<file path="config.mk">
export PLATFORM = sky130hd
export DESIGN_NAME = uart_rx_frame
export DESIGN_NICKNAME = d
export VERILOG_FILES = /design/src/rtl/uart_pkg.sv /design/src/rtl/uart_rx_sync.sv /design/src/rtl/uart_rx_frame.sv
export SDC_FILE = /design/constraint.sdc
export NUM_CORES = 1
export LEC_CHECK = 0
export CAP_MARGIN = 20
export CORE_ASPECT_RATIO = 1.5
export CORE_MARGIN = 8
export CORE_UTILIZATION = 52
export CTS_CLUSTER_DIAMETER = 80
export DETAILED_ROUTE_END_ITERATION = 8
export PLACE_DENSITY = 0.76
export SLEW_MARGIN = 20
export SYNTH_ARGS = -nofsm -noshare
export SYNTH_HDL_FRONTEND = slang
export SYNTH_SLANG_ARGS = --single-unit
export TNS_END_PERCENT = 100
</file>
<file path="constraint.sdc">
create_clock -name clk -period 1.9 [get_ports clk]
set_input_delay 0.19 -clock clk [delete_from_list [all_inputs] [get_ports clk]]
set_output_delay 0.19 -clock clk [all_outputs]
set_load 0.03 [all_outputs]
</file>
<file path="src/rtl/uart_pkg.sv">
// Shared UART definitions for the receive frame stage and the transmitter.
// Pure types/constants: no latency, no flow control.
package uart_pkg;

  localparam int   UART_DATA_BITS  = 8;
  localparam logic UART_IDLE_LEVEL = 1'b1;

  typedef enum logic [2:0] {
    IDLE,
    START,
    DATA,
    STOP,
    BREAK
  } rx_state_t;

endpackage

</file>
<file path="src/rtl/uart_rx_sync.sv">
// rs232_rx synchronizer with falling-edge detect on the two oldest flops.
// Latency SYNC_STAGES-1 clocks to rx_s/fall; no backpressure (free-running).
module uart_rx_sync
  import uart_pkg::*;
#(
  parameter int SYNC_STAGES = 3
) (
  input  logic i_clk,
  input  logic i_rst_n,
  input  logic i_rx,
  output logic o_rx_s,
  output logic o_fall
);

  logic [SYNC_STAGES-1:0] r_sync;

  // r_sync[SYNC_STAGES-1] is the oldest sample.
  always_ff @(posedge i_clk) begin
    if (!i_rst_n) begin
      r_sync <= {SYNC_STAGES{UART_IDLE_LEVEL}};
    end else begin
      r_sync <= {r_sync[SYNC_STAGES-2:0], i_rx};
    end
  end

  assign o_rx_s = r_sync[SYNC_STAGES-2];
  assign o_fall = !r_sync[SYNC_STAGES-2] && r_sync[SYNC_STAGES-1];

endmodule

</file>
<file path="src/rtl/uart_rx_frame.sv">
// 8N1 receive framer: start revalidation, framing error pulse, break hold-off.
// rx_int falls one clock after the stop-bit clk_bps; paced only by clk_bps.
module uart_rx_frame
  import uart_pkg::*;
#(
  parameter int SYNC_STAGES = 3,
  parameter bit START_CHECK = 1'b1
) (
  input  logic                      clk,
  input  logic                      rst_n,
  input  logic                      rs232_rx,
  input  logic                      clk_bps,
  output logic                      bps_start,
  output logic [UART_DATA_BITS-1:0] rx_data,
  output logic                      rx_int,
  output logic                      frame_err
);

  localparam logic [3:0] LAST_BIT = 4'(UART_DATA_BITS - 1);

  logic                      w_rx_s;
  logic                      w_fall;
  logic                      w_tick;
  rx_state_t                 r_state;
  logic [3:0]                r_bit_cnt;
  logic [UART_DATA_BITS-1:0] r_shift;
  logic [UART_DATA_BITS-1:0] r_rx_data;
  logic                      r_bps_start;
  logic                      r_rx_int;
  logic                      r_frame_err;

  uart_rx_sync #(
    .SYNC_STAGES(SYNC_STAGES)
  ) u_sync (
    .i_clk  (clk),
    .i_rst_n(rst_n),
    .i_rx   (rs232_rx),
    .o_rx_s (w_rx_s),
    .o_fall (w_fall)
  );

  // A stray clk_bps while we are not requesting the baud generator is ignored.
  assign w_tick = clk_bps && r_bps_start;

  always_ff @(posedge clk) begin
    if (!rst_n) begin
      r_state     <= IDLE;
      r_bit_cnt   <= 4'd0;
      r_shift     <= '0;
      r_rx_data   <= '0;
      r_bps_start <= 1'b0;
      r_rx_int    <= 1'b0;
      r_frame_err <= 1'b0;
    end else begin
      r_frame_err <= 1'b0;
      case (r_state)
        IDLE: begin
          if (w_fall) begin
            r_state     <= START;
            r_bps_start <= 1'b1;
          end
        end
        START: begin
          if (w_tick) begin
            if (!w_rx_s || !START_CHECK) begin
              r_state   <= DATA;
              r_rx_int  <= 1'b1;
              r_bit_cnt <= 4'd0;
            end else begin
              r_state     <= IDLE;
              r_bps_start <= 1'b0;
            end
          end
        end
        DATA: begin
          if (w_tick) begin
            r_shift   <= {w_rx_s, r_shift[UART_DATA_BITS-1:1]};
            r_bit_cnt <= r_bit_cnt + 4'd1;
            if (r_bit_cnt == LAST_BIT) begin
              r_state <= STOP;
            end
          end
        end
        STOP: begin
          if (w_tick) begin
            r_rx_data   <= r_shift;
            r_rx_int    <= 1'b0;
            r_bps_start <= 1'b0;
            if (w_rx_s) begin
              r_state <= IDLE;
            end else begin
              r_frame_err <= 1'b1;
              r_state     <= BREAK;
            end
          end
        end
        BREAK: begin
          // Held-low line must return high before a new start can be seen.
          if (w_rx_s) begin
            r_state <= IDLE;
          end
        end
        default: begin
          r_state <= IDLE;
        end
      endcase
    end
  end

  assign bps_start = r_bps_start;
  assign rx_data   = r_rx_data;
  assign rx_int    = r_rx_int;
  assign frame_err = r_frame_err;

endmodule

</file>
Word level (Yosys, flattened, before mapping)
Index checks and enable logic that the tools add are counted.
{ "totals": {"regBits": 29, "ramBits": 0, "in_bits": 4, "memories": 0, "mem_bits_ro": 0, "out_inout_bits": 11, "wordCells": 58, "latch_bits": 0} }
{ "classes": {"n_mux": 22, "shifts": 0, "multipliers": 0, "eq_ne": 13, "n_bitwise": 0, "n_lt_le_gt_ge": 0, "n_reduce_logical": 14, "n_addsub": 1, "div_mod_pow": 0} }
{ "ops": {"columns": ["cell", "count"], "rows": [
  ["3-bit two-way mux", 7],
  ["3-bit case mux with 5 select lines", 1],
  ["4-bit two-way mux", 3],
  ["2-bit inequality test (second input constant)", 5],
  ["4-bit case mux with 2 select lines", 1],
  ["4-bit AND reduction", 2],
  ["1-bit two-way mux", 7],
  ["3-bit by 2-bit equality test with 1-bit output (second input constant)", 2],
  ["2-bit by 1-bit inequality test with 1-bit output (second input constant)", 3],
  ["6-bit AND reduction", 1],
  ["5-bit AND reduction", 1],
  ["4-bit by 1-bit adder with 4-bit output (second input constant)", 1],
  ["4-bit by 3-bit equality test with 1-bit output (second input constant)", 1],
  ["2-bit AND reduction", 2],
  ["2-bit nonzero test", 2],
  ["3-bit by 1-bit equality test with 1-bit output (second input constant)", 1],
  ["3-bit equality test (second input constant)", 1],
  ["3-bit logical NOT", 1],
  ["1-bit case mux with 3 select lines", 1],
  ["3-bit AND reduction", 1],
  ["3-bit nonzero test", 1],
  ["1-bit logical AND", 2],
  ["2-bit two-way mux", 1],
  ["1-bit case mux with 2 select lines", 1],
  ["1-bit logical NOT", 1]
]} }

Depth between registers and ports, before layout
{ "depth": {"ltp_word": 4, "depth_mapped": 5, "ltp_nobuf": 5} }

By module
From an unflattened synthesis, not the netlist that was laid out.
{ "unflattened": {"hier_cells": 144, "hier_area_um2": 1257.5} }
{ "by_module_without_submodules": {"columns": ["module", "instances", "seq_area_each_um2", "cells_per_inst", "area_each_um2"], "rows": [
  ["uart_rx_frame", 1, 520.5, 137, 1172.4],
  ["uart_rx_sync", 1, 60.1, 7, 85.1]
]} }

Worst setup path after synthesis
No wires, ideal clock.
{ "synth_path": {"path_kind": "flip-flop to flip-flop", "from": "register r_bps_start (netlist: bps_start)", "to": "register r_rx_data[0] (netlist: rx_data[0])", "setup_time_ps": 128, "arrival_ps": 1361, "synth_period_minus_slack_ps": 1489, "slack_ps": 411, "path_stages_with_launch": 6, "n_path_buf": 1, "required_time_ps": 1772, "path_cell_list": "dfxtp_1 > and3b_2 > and3_1 > buf_6 > mux2i_1 > nor2_1"} }
{ "synth_via": {"elab_chain_len": 2} }
{ "synth_lines": {"columns": ["element", "line_no", "text"], "rows": [
  ["start: declaration", "uart_rx_frame.sv:28", "logic r_bps_start;"],
  ["start signal: assignment", "uart_rx_frame.sv:51", "r_bps_start <= 1'b0;"],
  ["start signal: assignment", "uart_rx_frame.sv:60", "r_bps_start <= 1'b1;"],
  ["start signal: assignment", "uart_rx_frame.sv:71", "r_bps_start <= 1'b0;"],
  ["1-bit logical AND", "uart_rx_frame.sv:43", "assign w_tick = clk_bps && r_bps_start;"],
  ["2-bit AND reduction (no line)", null, null],
  ["end signal: assignment", "uart_rx_frame.sv:86", "r_rx_data <= r_shift;"],
  ["end: declaration", "uart_rx_frame.sv:27", "logic [UART_DATA_BITS-1:0] r_rx_data;"]
]} }
Every way passes these cells.
A chain may end at the register's enable or synchronous reset.

Worst setup path in the final report
{ "layout_path": {"from": "register r_bps_start (netlist: bps_start)", "to": "output port bps_start"} }
{ "layout_lines": {"columns": ["element", "line_no", "text"], "rows": [
  ["end: declaration", "uart_rx_frame.sv:13", "output logic bps_start,"]
]} }
No word-level cell between the ends.

==> qor.yml <==
cts.reportedPaths.clkPinSlew_ps: 90
ys_types: 32
finalSetupTns_ps: 0
rsz0062_at_grt: "false"
netlist_area_mm2: 0.001150
drtIter0Drc: 17
cts-root-buf: "clkbuf_4"
crit_family: "buffers and inverters"
syn_nets: 131
synth_flop_cell: "dfxtp_1"
path_cells: "clkdlybuf4s50_1"
worstHoldEndpoint: "u_sync.r_sync[1]$_SDFF_PN1_"
antenna_found_initial: 0
ys_async_sr_fraction: 0
yosys.area.top_type: "dfxtp_1"
hpwl_um: 1545
hold_path_startpoint: "u_sync.r_sync[0]$_SDFF_PN1_"
postCtsSetupBuffers: 0
io_pins: 15
holdCritPathClass: "reg2reg"
irDropWorstVdd_mv: 0.7272
required_ps: 1710
cts_tree: "built"
cts_buffers: 5
yosys_warnings: 0
slowest_delay_ps: 700
layout_commonest_cell: "dfxtp_1"
powerDensity_mw_per_mm2: 934.8
ys_seq_elements: 29
whs_path_depth: 1
die_height_um: 73.59
post-route-period-util: 0.8514
drt_first_pass_iters: 4
synth.top_cells.by_area: "dfxtp_1 50%, mux2i_1 10%, nand2_1 7.5%, a21oi_1 4.8%, nor2_1 3.6%"
start_util: 0.5337
min_period_ps: 1618
critical_path_class: "reg2out"
antenna_left: 0
wl_per_cell_um: 13.31
die_w_um: 54.40
area_growth_pct: 21.65
fmax_mhz: 618.2
end_kind: "output port"
grt_pass1_wl_um: 4071
r2r_start: "r_state[2]$_SDFFE_PN0P_"
avgSynthCellArea_um2: 9.126
setup_violations: 0
num_rows: 21
p_leak_nw: 0.5233
grt_pass1_vias: 977
cts.htree.levels: 2
cts.path.max_buffers: 2
arrival_ps: 1430
coreArea_mm2: 0.002155
grt.overflow.total: 0
grt_max_degree: 23
wl_um: 2249
reg2reg_to: "rx_data[5]$_SDFFE_PN0P_"
crit_buf_inv: 1
synth_top_area_share: 0.5049
track_usage: 0.1375
cp_slowest_cell: "clkdlybuf4s50_1"
slew_viol_final: 0
antennaDiodeCount: 0
avgViaCountPerCell: 5.704
startpoint_type: "flip-flop"
yosysSeqAreaShare: 0.5049
cap_violations: 0
die_area_mm2: 0.004003
drive_above_1_share: 0.1027
synth_edf_count: 0
r2r_slack_ps: 480
final_hold_viol_count: 0
final_cell_mix: "29 x dfxtp_1, 23 x nand2_1, 14 x clkdlybuf4s50_1"
syn_inst: 126
layout.nets: 150
reg2reg_depth: 5
max-slew-margin-rel: 0.7901
cts_resized: 0
drc: 0
worstSkewPairLatency_ps: 320
cts_hold_buffers: 0
outcome: "finished clean"
gp_congestion: 0.9068
finClkSkew_ps: 3.955
worstPathMaxFanout: 5
total_power_mw: 1.308
portBuffers: 14
worst_slew_pin_slew_ps: 313.9
dr_total_vias: 964
clkSinkCount: 29
through the flow:
step	cell area, um2	instances	hold slack [ps]	worst slack, ps	util
5_1_grt	1399	169	427.1	237.9	0.6492
3_5_place_dp	1314	161	401.0	171.8	0.6098
3_3_place_gp	1314	161	394.6	208.3	0.6098
2_1_floorplan	1150	126	291.5	411.5	-
6_report	1399	169	420.1	282.4	0.6492
4_1_cts	1399	169	409.5	273.8	0.6492
registers in the layout, summed over array words and instances (netlist names):
signal,flops
bps_start,1
frame_err,1
r_bit_cnt,4
r_shift,8
r_state,3
rx_data,8
rx_int,1
u_sync.r_sync,3
cell families after synthesis:
logic type	Yosys count	synth area share
AOI/OAI and AO/OA	21	0.1143
buffers and inverters	10	0.04026
DFF	29	0.5049
adders and majority gates	1	0.01088
and+or+nand+nor	53	0.2252
muxes	12	0.1045
power by group:
| part | internal (mW) | leakage (nW) | total [mW] | switching, mW |
|---|---|---|---|---|
| sequential | 0.624 | 0.234 | 0.650 | 0.0257 |
| combinational | 0.0664 | 0.243 | 0.137 | 0.0709 |
| clock | 0.314 | 0.0455 | 0.521 | 0.207 |
| total | 1.00 | 0.523 | 1.31 | 0.303 |
cell type report:
cell class	instances	area [um2]
Clock inverter	1	30.03
Timing Repair Buffer	17	162.7
Sequential cell	29	580.6
Tap cell	23	28.78
Multi-Input combinational cell	87	523.0
Fill cell	189	755.7
Clock buffer	7	55.05
Inverter	5	18.77
routing by layer:
| metal | track usage | wire length (um) | vias to the layer above |
|---|---|---|---|
| met4 | 0.1154 | 91 | 0 |
| met2 | 0.2187 | 1062 | 39 |
| li1 | - | - | 469 |
| met1 | 0.1396 | 958 | 444 |
| met3 | 0.03846 | 136 | 12 |
| met5 | 0 | 0 | - |
cells in the mapped netlist (2+ instances only):
cell type  count
mux2i_1       12
o211ai_1       2
nand3_1        3
or3_1          2
nand2b_1       2
dfxtp_1       29
clkbuf_1       3
nand2_1       23
a21oi_1       11
inv_1          5
and3_1         2
nor3_1         2
nor2_1        11
how the worst max path moves through the flow:
stage	start	to	slack, ps	cells past startpoint
after global routing	bps_start$_SDFFE_PN0P_	bps_start	240	1
after CTS	bps_start$_SDFFE_PN0P_	bps_start	270	1
after detailed placement	clk_bps	rx_data[1]$_SDFFE_PN0P_	170	6
final	bps_start$_SDFFE_PN0P_	bps_start	280	1
after global placement	clk_bps	rx_data[7]$_SDFFE_PN0P_	210	6
after floorplan	bps_start$_SDFFE_PN0P_	rx_data[0]$_SDFFE_PN0P_	410	5
(Power assumes the default switching activity.)
